File: config.mk
export PLATFORM = sky130hd
export DESIGN_NAME = tpu_ctrl
export DESIGN_NICKNAME = d
export VERILOG_FILES = /design/src/rtl/tpu_pkg.sv /design/src/rtl/tpu_addr_dec.sv /design/src/rtl/tpu_ctrl.sv
export SDC_FILE = /design/constraint.sdc
export NUM_CORES = 1
export LEC_CHECK = 0
export ABC_CLOCK_PERIOD_IN_PS = 1700
export CORE_ASPECT_RATIO = 1.2
export CORE_MARGIN = 4
export CORE_UTILIZATION = 28
export DETAILED_ROUTE_END_ITERATION = 8
export GPL_TIMING_DRIVEN = 0
export PLACE_DENSITY = 0.68
export SYNTH_ARGS = -nofsm -noshare
export SYNTH_HDL_FRONTEND = slang
export SYNTH_SLANG_ARGS = --single-unit
File: constraint.sdc
create_clock -name clk -period 1.7 [get_ports clk]
set_input_delay 0.34 -clock clk [delete_from_list [all_inputs] [get_ports clk]]
set_output_delay 0.34 -clock clk [all_outputs]
set_load 0.03 [all_outputs]
File: src/rtl/tpu_pkg.sv
// Shared types and constants for the systolic matrix-multiply controller.
// Address defaults assume a 16-bit bus; the top resizes them to ADDRW.
package tpu_pkg;

   typedef enum logic [1:0] {
      IDLE  = 2'd0,
      CLEAR = 2'd1,
      RUN   = 2'd2,
      DONE  = 2'd3
   } state_t;

   typedef struct packed {
      logic a;
      logic b;
      logic c;
      logic cmd;
      logic stat;
   } region_t;

   localparam logic [15:0] DEF_A_BASE    = 16'h0100;
   localparam logic [15:0] DEF_B_BASE    = 16'h0200;
   localparam logic [15:0] DEF_C_BASE    = 16'h0300;
   localparam logic [15:0] DEF_CMD_ADDR  = 16'h0400;
   localparam logic [15:0] DEF_STAT_ADDR = 16'h0408;

   localparam int STAT_BUSY = 0;
   localparam int STAT_DONE = 1;
   localparam int STAT_ERR  = 2;

   localparam int CMD_START = 0;
   localparam int CMD_ACC   = 1;

   // Index width that never collapses to zero bits for degenerate sizes.
   function automatic int clog2_min1(input int n);
      return (n > 1) ? $clog2(n) : 1;
   endfunction

endpackage

File: src/rtl/tpu_addr_dec.sv
// Combinational host address decoder: one-hot region hit plus the word
// index inside the hit region (sub-word byte bits are dropped).
import tpu_pkg::*;

module tpu_addr_dec #(
   parameter int               ADDRW     = 16,
   parameter int               DATAW     = 64,
   parameter int               DIM       = 8,
   parameter int               NWC       = 2,
   parameter logic [ADDRW-1:0] A_BASE    = ADDRW'(DEF_A_BASE),
   parameter logic [ADDRW-1:0] B_BASE    = ADDRW'(DEF_B_BASE),
   parameter logic [ADDRW-1:0] C_BASE    = ADDRW'(DEF_C_BASE),
   parameter logic [ADDRW-1:0] CMD_ADDR  = ADDRW'(DEF_CMD_ADDR),
   parameter logic [ADDRW-1:0] STAT_ADDR = ADDRW'(DEF_STAT_ADDR)
) (
   input  logic [ADDRW-1:0] addr,
   output region_t          region,
   output logic [ADDRW-1:0] idx
);

   localparam int              SHIFT   = $clog2(DATAW / 8);
   localparam logic [ADDRW:0]  AB_SPAN = (ADDRW+1)'(DIM << SHIFT);
   localparam logic [ADDRW:0]  C_SPAN  = (ADDRW+1)'((DIM * NWC) << SHIFT);

   logic [ADDRW-1:0] off_a, off_b, off_c;

   always_comb begin
      // NOTE: every output gets a default before any branch, so no path can leave one unassigned and infer a latch.
      region = '0;
      idx    = '0;
      off_a  = addr - A_BASE;
      off_b  = addr - B_BASE;
      off_c  = addr - C_BASE;

      region.a    = (addr >= A_BASE) && ({1'b0, off_a} < AB_SPAN);
      region.b    = (addr >= B_BASE) && ({1'b0, off_b} < AB_SPAN);
      region.c    = (addr >= C_BASE) && ({1'b0, off_c} < C_SPAN);
      region.cmd  = (addr == CMD_ADDR);
      region.stat = (addr == STAT_ADDR);

      if (region.a)      idx = off_a >> SHIFT;
      else if (region.b) idx = off_b >> SHIFT;
      else if (region.c) idx = off_c >> SHIFT;
   end

endmodule

File: src/rtl/tpu_ctrl.sv
// Memory-mapped controller for the systolic matmul datapath: decodes host
// accesses into A/B/C strobes and sequences clear/accumulate multiply runs.
import tpu_pkg::*;

module tpu_ctrl #(
   parameter int               BITS_AB   = 8,
   parameter int               BITS_C    = 16,
   parameter int               DIM       = 8,
   parameter int               ADDRW     = 16,
   parameter int               DATAW     = 64,
   parameter logic [ADDRW-1:0] A_BASE    = ADDRW'(DEF_A_BASE),
   parameter logic [ADDRW-1:0] B_BASE    = ADDRW'(DEF_B_BASE),
   parameter logic [ADDRW-1:0] C_BASE    = ADDRW'(DEF_C_BASE),
   parameter logic [ADDRW-1:0] CMD_ADDR  = ADDRW'(DEF_CMD_ADDR),
   parameter logic [ADDRW-1:0] STAT_ADDR = ADDRW'(DEF_STAT_ADDR)
) (
   input  logic                                      clk,
   input  logic                                      rst_n,
   input  logic                                      valid,
   input  logic                                      r_w,
   input  logic [ADDRW-1:0]                          addr,
   input  logic [DATAW-1:0]                          dataIn,
   output logic [DATAW-1:0]                          dataOut,
   output logic                                      rd_valid,
   output logic                                      irq,
   output logic                                      a_wr_en,
   output logic [clog2_min1(DIM)-1:0]                a_row,
   output logic                                      b_en,
   output logic                                      c_wr_en,
   output logic [clog2_min1(DIM)-1:0]                c_row,
   output logic [clog2_min1(DIM*BITS_C/DATAW)-1:0]   c_word,
   input  logic [DIM*BITS_C-1:0]                     c_rd_data,
   output logic                                      sys_en,
   output logic                                      sys_clr
);

   localparam int              NWC      = DIM * BITS_C / DATAW;
   localparam int              RW       = clog2_min1(DIM);
   localparam int              CWW      = clog2_min1(NWC);
   localparam int              CNTW     = clog2_min1(3 * DIM - 2);
   localparam logic [CNTW-1:0] RUN_LAST = CNTW'(3 * DIM - 3);
   localparam logic [31:0]     ROW_BITS = 32'(DIM * BITS_AB);

   region_t          region;
   logic [ADDRW-1:0] idx;

   tpu_addr_dec #(
      .ADDRW    (ADDRW),
      .DATAW    (DATAW),
      .DIM      (DIM),
      .NWC      (NWC),
      .A_BASE   (A_BASE),
      .B_BASE   (B_BASE),
      .C_BASE   (C_BASE),
      .CMD_ADDR (CMD_ADDR),
      .STAT_ADDR(STAT_ADDR)
   ) u_dec (
      .addr  (addr),
      .region(region),
      .idx   (idx)
   );

   state_t           state, state_nxt;
   logic [CNTW-1:0]  cnt;
   logic             done, err;
   logic             idle, busy, wr, rd, mapped, start, stat_rd, err_set, c_sel;
   logic [DATAW-1:0] rd_data;

   // A/B row payloads travel on dataIn straight to the datapath; only the
   // command bits are interpreted here.
   logic unused_bits;
   assign unused_bits = ^{dataIn[DATAW-1:2], ROW_BITS};

   assign idle    = (state == IDLE);
   assign busy    = (state == CLEAR) || (state == RUN);
   assign wr      = valid && r_w;
   assign rd      = valid && !r_w;
   assign mapped  = region.a || region.b || region.c || region.cmd || region.stat;
   assign start   = idle && wr && region.cmd && dataIn[CMD_START];
   assign stat_rd = rd && region.stat;
   assign err_set = !idle && ((wr && mapped) || (rd && region.c));
   assign c_sel   = idle && valid && region.c;

   always_comb begin
      a_wr_en = idle && wr && region.a;
      b_en    = idle && wr && region.b;
      c_wr_en = idle && wr && region.c;
      a_row   = a_wr_en ? idx[RW-1:0] : '0;
      c_row   = c_sel ? RW'(idx / NWC) : '0;
      c_word  = c_sel ? CWW'(idx % NWC) : '0;
      sys_clr = (state == CLEAR);
      sys_en  = (state == RUN);
      irq     = (state == DONE);
   end

   always_comb begin
      state_nxt = state;
      case (state)
         IDLE:    if (start) state_nxt = dataIn[CMD_ACC] ? RUN : CLEAR;
         CLEAR:   state_nxt = RUN;
         RUN:     if (cnt == RUN_LAST) state_nxt = DONE;
         DONE:    state_nxt = IDLE;
         default: state_nxt = IDLE;
      endcase
   end

   // C reads while a run is in flight return zero; c_word is only non-zero for an idle C access.
   always_comb begin
      rd_data = '0;
      if (region.stat) begin
         rd_data[STAT_BUSY] = busy;
         rd_data[STAT_DONE] = done;
         rd_data[STAT_ERR]  = err;
      end else if (region.c && idle) begin
         rd_data = c_rd_data[c_word*DATAW +: DATAW];
      end
   end

   always_ff @(posedge clk or negedge rst_n) begin
      if (!rst_n) begin
         state    <= IDLE;
         cnt      <= '0;
         done     <= 1'b0;
         err      <= 1'b0;
         rd_valid <= 1'b0;
         dataOut  <= '0;
      end else begin
         // NOTE: non-blocking assignments so every flop sees the pre-edge values of the others.
         state <= state_nxt;
         cnt   <= (state == RUN && cnt != RUN_LAST) ? cnt + CNTW'(1) : '0;

         // Completion outranks a same-cycle status read so the flag is not lost.
         if (start)               done <= 1'b0;
         else if (state == DONE)  done <= 1'b1;
         else if (stat_rd)        done <= 1'b0;

         if (err_set)             err <= 1'b1;
         else if (stat_rd)        err <= 1'b0;

         rd_valid <= rd;
         if (rd) dataOut <= rd_data;
      end
   end

endmodule

# Word level (Yosys, flattened, before mapping)
# Index checks and enable logic that the tools add are counted.
totals:
  ff_bits: 74
  latch_bits: 0
  mem_bits_rw: 0
  mem_bits_ro: 0
  in_bits: 212
  output_inout_bits: 78
  word_cells: 75
  mem_count: 0
op_classes:
  add_sub_neg: 4
  multipliers: 0
  div_mod_pow: 0
  n_lt_le_gt_ge: 6
  eq_ne: 9
  shifts: 1
  muxes: 18
  bitwise: 0
  n_reduce_logical: 31
ops:
  columns: ["cell", "n"]
  rows:
  - ["$shiftx 128x8->64", 1]
  - ["$mux 64", 1]
  - ["$mux 61", 1]
  - ["$eq 16x11->1 const B", 2]
  - ["$ge 16x10->1 const B", 2]
  - ["$lt 16x7->1 const B", 2]
  - ["$sub 16x10->16 const B", 2]
  - ["$logic_and 1x1->1", 19]
  - ["$ge 16x9->1 const B", 1]
  - ["$lt 16x8->1 const B", 1]
  - ["$sub 16x9->16 const B", 1]
  - ["$mux 4", 3]
  - ["$mux 3", 3]
  - ["$pmux 2 s4", 1]
  - ["$logic_or 1x1->1", 6]
  - ["$mux 2", 3]
  - ["$add 5x1->5 const B", 1]
  - ["$eq 5x5->1 const B", 1]
  - ["$mux 1", 5]
  - ["$mux 5", 1]
  - ["$ne 5x5->1 const B", 1]
  - ["$eq 2x2->1 const B", 2]
  - ["$ne 2x1->1 const B", 2]
  - ["$reduce_bool 3->1", 1]
  - ["other kinds (5)", 6]

# Longest topological paths before layout
depth:
  word_depth: 11
  depth_mapped: 8
  mapped_depth_nobuf: 7

# Modules after synthesis
# A second synthesis with hierarchy kept.
hier_totals:
  hier_cells: 410
  area_unflattened_um2: 4141.5
by_module_without_submodules:
  columns: ["mod", "n_inst", "cells_each", "area_each_um2", "seq_area_each_um2"]
  rows:
  - ["tpu_ctrl", 1, 344, 3632.2, 1851.8]
  - ["tpu_addr_dec", 1, 66, 509.2, 0.0]

# Least setup slack after synthesis
# OpenSTA, ideal clock, no wires.
synth_path:
  path_type: "input port to output port"
  from: "input port addr[9]"
  to: "output port a_row[1]"
  arrival_ns: 2.104
  required_ns: 1.360
  setup_slack_ns: -0.744
  cell_stages: 7
  n_path_buf: 0
  path_cell_list: "inv_1 -> ha_1 -> nor2b_1 -> xnor2_1 -> nand2_1 -> nor3_1 -> and2_1"
synth_between:
  elab_cells_between_ends: 17
  classes_between: "add/sub: 3; order compare: 6; mux: 4; reduce/logical: 4"
synth_lines:
  columns: ["element", "line_no", "text"]
  rows:
  - ["start, declared", "tpu_ctrl.sv:21", "input logic [ADDRW-1:0] addr,"]
  - ["$sub 16x9->16", "tpu_addr_dec.sv:31", "off_a = addr - A_BASE;"]
  - ["$lt 16x7->1", "tpu_addr_dec.sv:35", "region.a = (addr >= A_BASE) && ({1'b0, off_a} < AB_SPAN);"]
  - ["$logic_and 1x1->1 *", "tpu_addr_dec.sv:35", null]
  - ["$logic_and 1x1->1 *", "tpu_ctrl.sv:85", "a_wr_en = idle && wr && region.a;"]
  - ["named net a_wr_en", "tpu_ctrl.sv:26", "output logic a_wr_en,"]
  - ["$mux 3 *", "tpu_ctrl.sv:88", "a_row = a_wr_en ? idx[RW-1:0] : '0;"]
  - ["end, declared", "tpu_ctrl.sv:27", "output logic [clog2_min1(DIM)-1:0] a_row,"]
# Mark *: on every way through the listed nets, which the timed path passes. The rest lies on a longest branch.

# Worst setup path after layout
layout_path:
  from: "register state[0]"
  to: "output port c_row[0]"
layout_between:
  elab_chain_cells: 4
layout_lines:
  columns: ["element", "line_no", "text"]
  rows:
  - ["start, declared", "tpu_ctrl.sv:63", "state_t state, state_nxt;"]
  - ["start signal, assigned", "tpu_ctrl.sv:129", "state <= state_nxt;"]
  - ["$logic_not 2->1", "tpu_ctrl.sv:74", "assign idle = (state == IDLE);"]
  - ["$logic_and 1x1->1 (2 in series)", "tpu_ctrl.sv:82", "assign c_sel = idle && valid && region.c;"]
  - ["$mux 3", "tpu_ctrl.sv:89", "c_row = c_sel ? RW'(idx / NWC) : '0;"]
  - ["end, declared", "tpu_ctrl.sv:30", "output logic [clog2_min1(DIM)-1:0] c_row,"]
# No other way between the ends.

==> key figures <==
Timing
  – Final hold viol count: 0
  – Max_slew headroom: 0.665
  – Worst-case clock skew: 0.00507 ns
  – Max Slew Vio Count: 0
  – Unrepaired setup endpoints after global routing: true
  – Worst Tran Pin Value: 0.499 ns
  – Fin crit share: 1.14
  – Clock period minus worst slack: 1.94 ns
  – Setup WS post-layout: -0.242 ns
  – Peak Freq: 0.515 GHz
  – Final Setup Violations: 76

Detailed routing
  – DRT Wirelength: 14200 um
  – Drt pass-1 iters: 5
  – DRC Markers: 0
  – Vias: 3835
  – Detailed Route Iter0 Violations: 133
  – Routed len/inst: 17.4 um
  – Post-DRT Antenna Nets: 0
  – Vias per inst: 4.68

Floorplanning
  – Core ar.: 13800 um2
  – Initial Util: 0.285
  – Die W: 116 um
  – Die area: 16000 um2
  – Top-level I/O count: 290
  – Die extent in y: 138 um
  – Cell Rows: 47

Synth
  – Main area contributors after synthesis: dfrtp_1 (47%), a22oi_2 (19%), nand2_1 (13%)
  – Synthesized instance count: 369
  – Yosys top cell area share: 0.470
  – Netlist cell types: 37
  – Cell area after synthesis: 3940 um2
  – Mapped Nets: 591
  – Post-synth EDFFs: 0
  – Fraction of registers with async set or reset after synthesis: 1.00
  – Synth warnings: 0
  – Top FF cell, synth: dfrtp_1
  – Dominant cell type by area after synthesis: dfrtp_1
  – Syn_area_per_cell: 10.7 um2
  – Post-synthesis sequential area ratio: 0.470
  – Seq cells post-synth: 74

Worst setup path
  – Critical path launch point type: register
  – Worst Path Arrival: 1.60 ns
  – Worst R2R Start: state[0]
  – R2R cell count: 11
  – R2r endpoint: dataOut[42]
  – Critical Path RT: 1.36 ns
  – R2R setup slack: -0.16 ns
  – Crit path kind: reg2out
  – Crit. End Element: output pin
  – CP Max Fanout: 4

Placement
  – Dpl cell area: 6550 um2
  – Hpwl dp: 10300 um
  – GP Congestion: 0.840
  – Pre-CTS worst setup slack: -1.46 ns
  – Dpl cells: 768
  – Port-buffer cells: 227

Pwr
  – Peak VDD IR: 0.587 mV
  – Lkg Pwr: 3.74 nW
  – Pwr/cell area: 694 nW/um2

Global route
  – Overflow after GRT: 0
  – First-pass GRT wire length: 20800 um
  – Largest net degree at the start of global routing: 70
  – GRT Total Usage: 0.165
  – Vias in the first global route: 4042
  – Initial antenna violation count: 0

Flow run
  – Max-cap violation count: 0

Run status
  – Failing checks: setup timing
  – Status: finished, violations left

Clock tree
  – CTS buffer count: 9
  – Clk sinks: 74
  – Worst-Skew Late Latency: 0.32 ns
  – Clock buffer depth: 2
  – CTS tree: built
  – Clock Root Buffer: clkbuf_16
  – H-tree depth: 3
  – Clock Pin Slew Worst Setup and Hold Paths: 0.06 ns

Final layout
  – FILL cells: 1248
  – Most used cells in the layout excluding fill and tap cells: clkdlybuf4s50_1 (133), nand2_1 (130), dfrtp_1 (74), dlygate4sd2_1 (67), a22oi_2 (61)
  – Finished Cell Area: 7500 um2
  – Area growth from synthesis to layout: 90.3%
  – Share of post-route cells with drive strength above 1: 0.299
  – N_diodes: 0
  – Net count, final: 867
  – Commonest non-fill, non-tap cell in the layout: clkdlybuf4s50_1
  – Final std cells w/o fill: 820

Min path
  – Worst min-delay path class: in2async
==> power breakdown <==
part           switching, mW  internal (mW)
Combinational          0.596          0.718
Clock                  0.718           1.31
Sequential            0.0423           1.81
Total                   1.36           3.84
==> per-layer routing <==
metal / GRT usage / part of all wire
met4: 0.0309 / 0.0070
met1: 0.192 / 0.38
met5: 0 / 0
met2: 0.308 / 0.53
met3: 0.0384 / 0.085
==> synthesized netlist by cell type (all sizes together), types with 3 or more instances <==
| cell type | count |
|---|---|
| nor2 | 7 |
| nor4 | 5 |
| mux2i | 4 |
| a221oi | 3 |
| and2 | 9 |
| xnor2 | 3 |
| nand3 | 3 |
| inv | 8 |
| ha | 10 |
| a22oi | 62 |
| nand2 | 134 |
| xor2 | 3 |
| nor3 | 8 |
| dfrtp | 74 |
| buf | 19 |
==> worst max-delay path: stages, from the launching register on <==
cell,delay (ns)
dfrtp_1,0.40
inv_2,0.09
ha_4,0.17
buf_12,0.12
nand2_8,0.07
nor2_4,0.14
and2_2,0.16
buf_6,0.13
==> timing repair <==
action,in CTS,in global routing
buffers inserted,18,14
hold endpoints to repair,5,0
endpoints found under the setup margin,141,83
hold buffers,1,0
gates cloned,5,3
gates resized for setup,210,38
pin swaps,21,15
==> state kept, by name (all words and copies together) (netlist names) <==
signal	flops
done	1
rd_valid	1
err	1
state	2
dataOut	64
cnt	5
==> layout make-up <==
type,instances,area (um2),area share
plain buffers,15,158,0.0210
flip-flops and latches,74,1850,0.247
repair buffers,269,2830,0.378
clock buffers,10,239,0.0319
inverters,8,50.0,0.00668
multi-input cells,268,2070,0.276
clock inverters,5,78.8,0.0105
well taps,171,214,0.0285
==> kinds of logic after synthesis <==
logic type      count (synthesis)  share of synthesized area
simple gates                  178                      0.208
xor+xnor                        6                     0.0153
flops                          74                      0.470
compound gates                 70                      0.210
fa+ha+maj                      10                     0.0318
buf+inv                        27                     0.0546
mux                             4                     0.0102
==> stage by stage <==
step	power, mW	util	hold slack, ns	setup TNS (ns)
floorplan	2.36	-	0.0444	-4.93
global placement	2.92	0.472	0.477	-265.51
detailed placement	2.95	0.474	0.166	-93.71
CTS	5.08	0.523	0.370	-10.71
global route	5.42	0.542	0.400	-13.81
finish	5.20	0.542	0.379	-9.22
==> worst max path at each step <==
stage              from          end  slack (ns)  cells past startpoint
2_1_floorplan  addr[10]     a_row[1]       -0.23                      7
3_3_place_gp      rst_n  dataOut[59]       -2.38                      1
3_5_place_dp   addr[10]     c_row[0]       -1.46                      8
4_1_cts        state[1]     a_row[2]       -0.23                      6
5_1_grt        state[1]     a_row[1]       -0.31                      6
6_report       state[0]     c_row[0]       -0.24                      7
No activity file was read; power rests on OpenSTA's default activity.
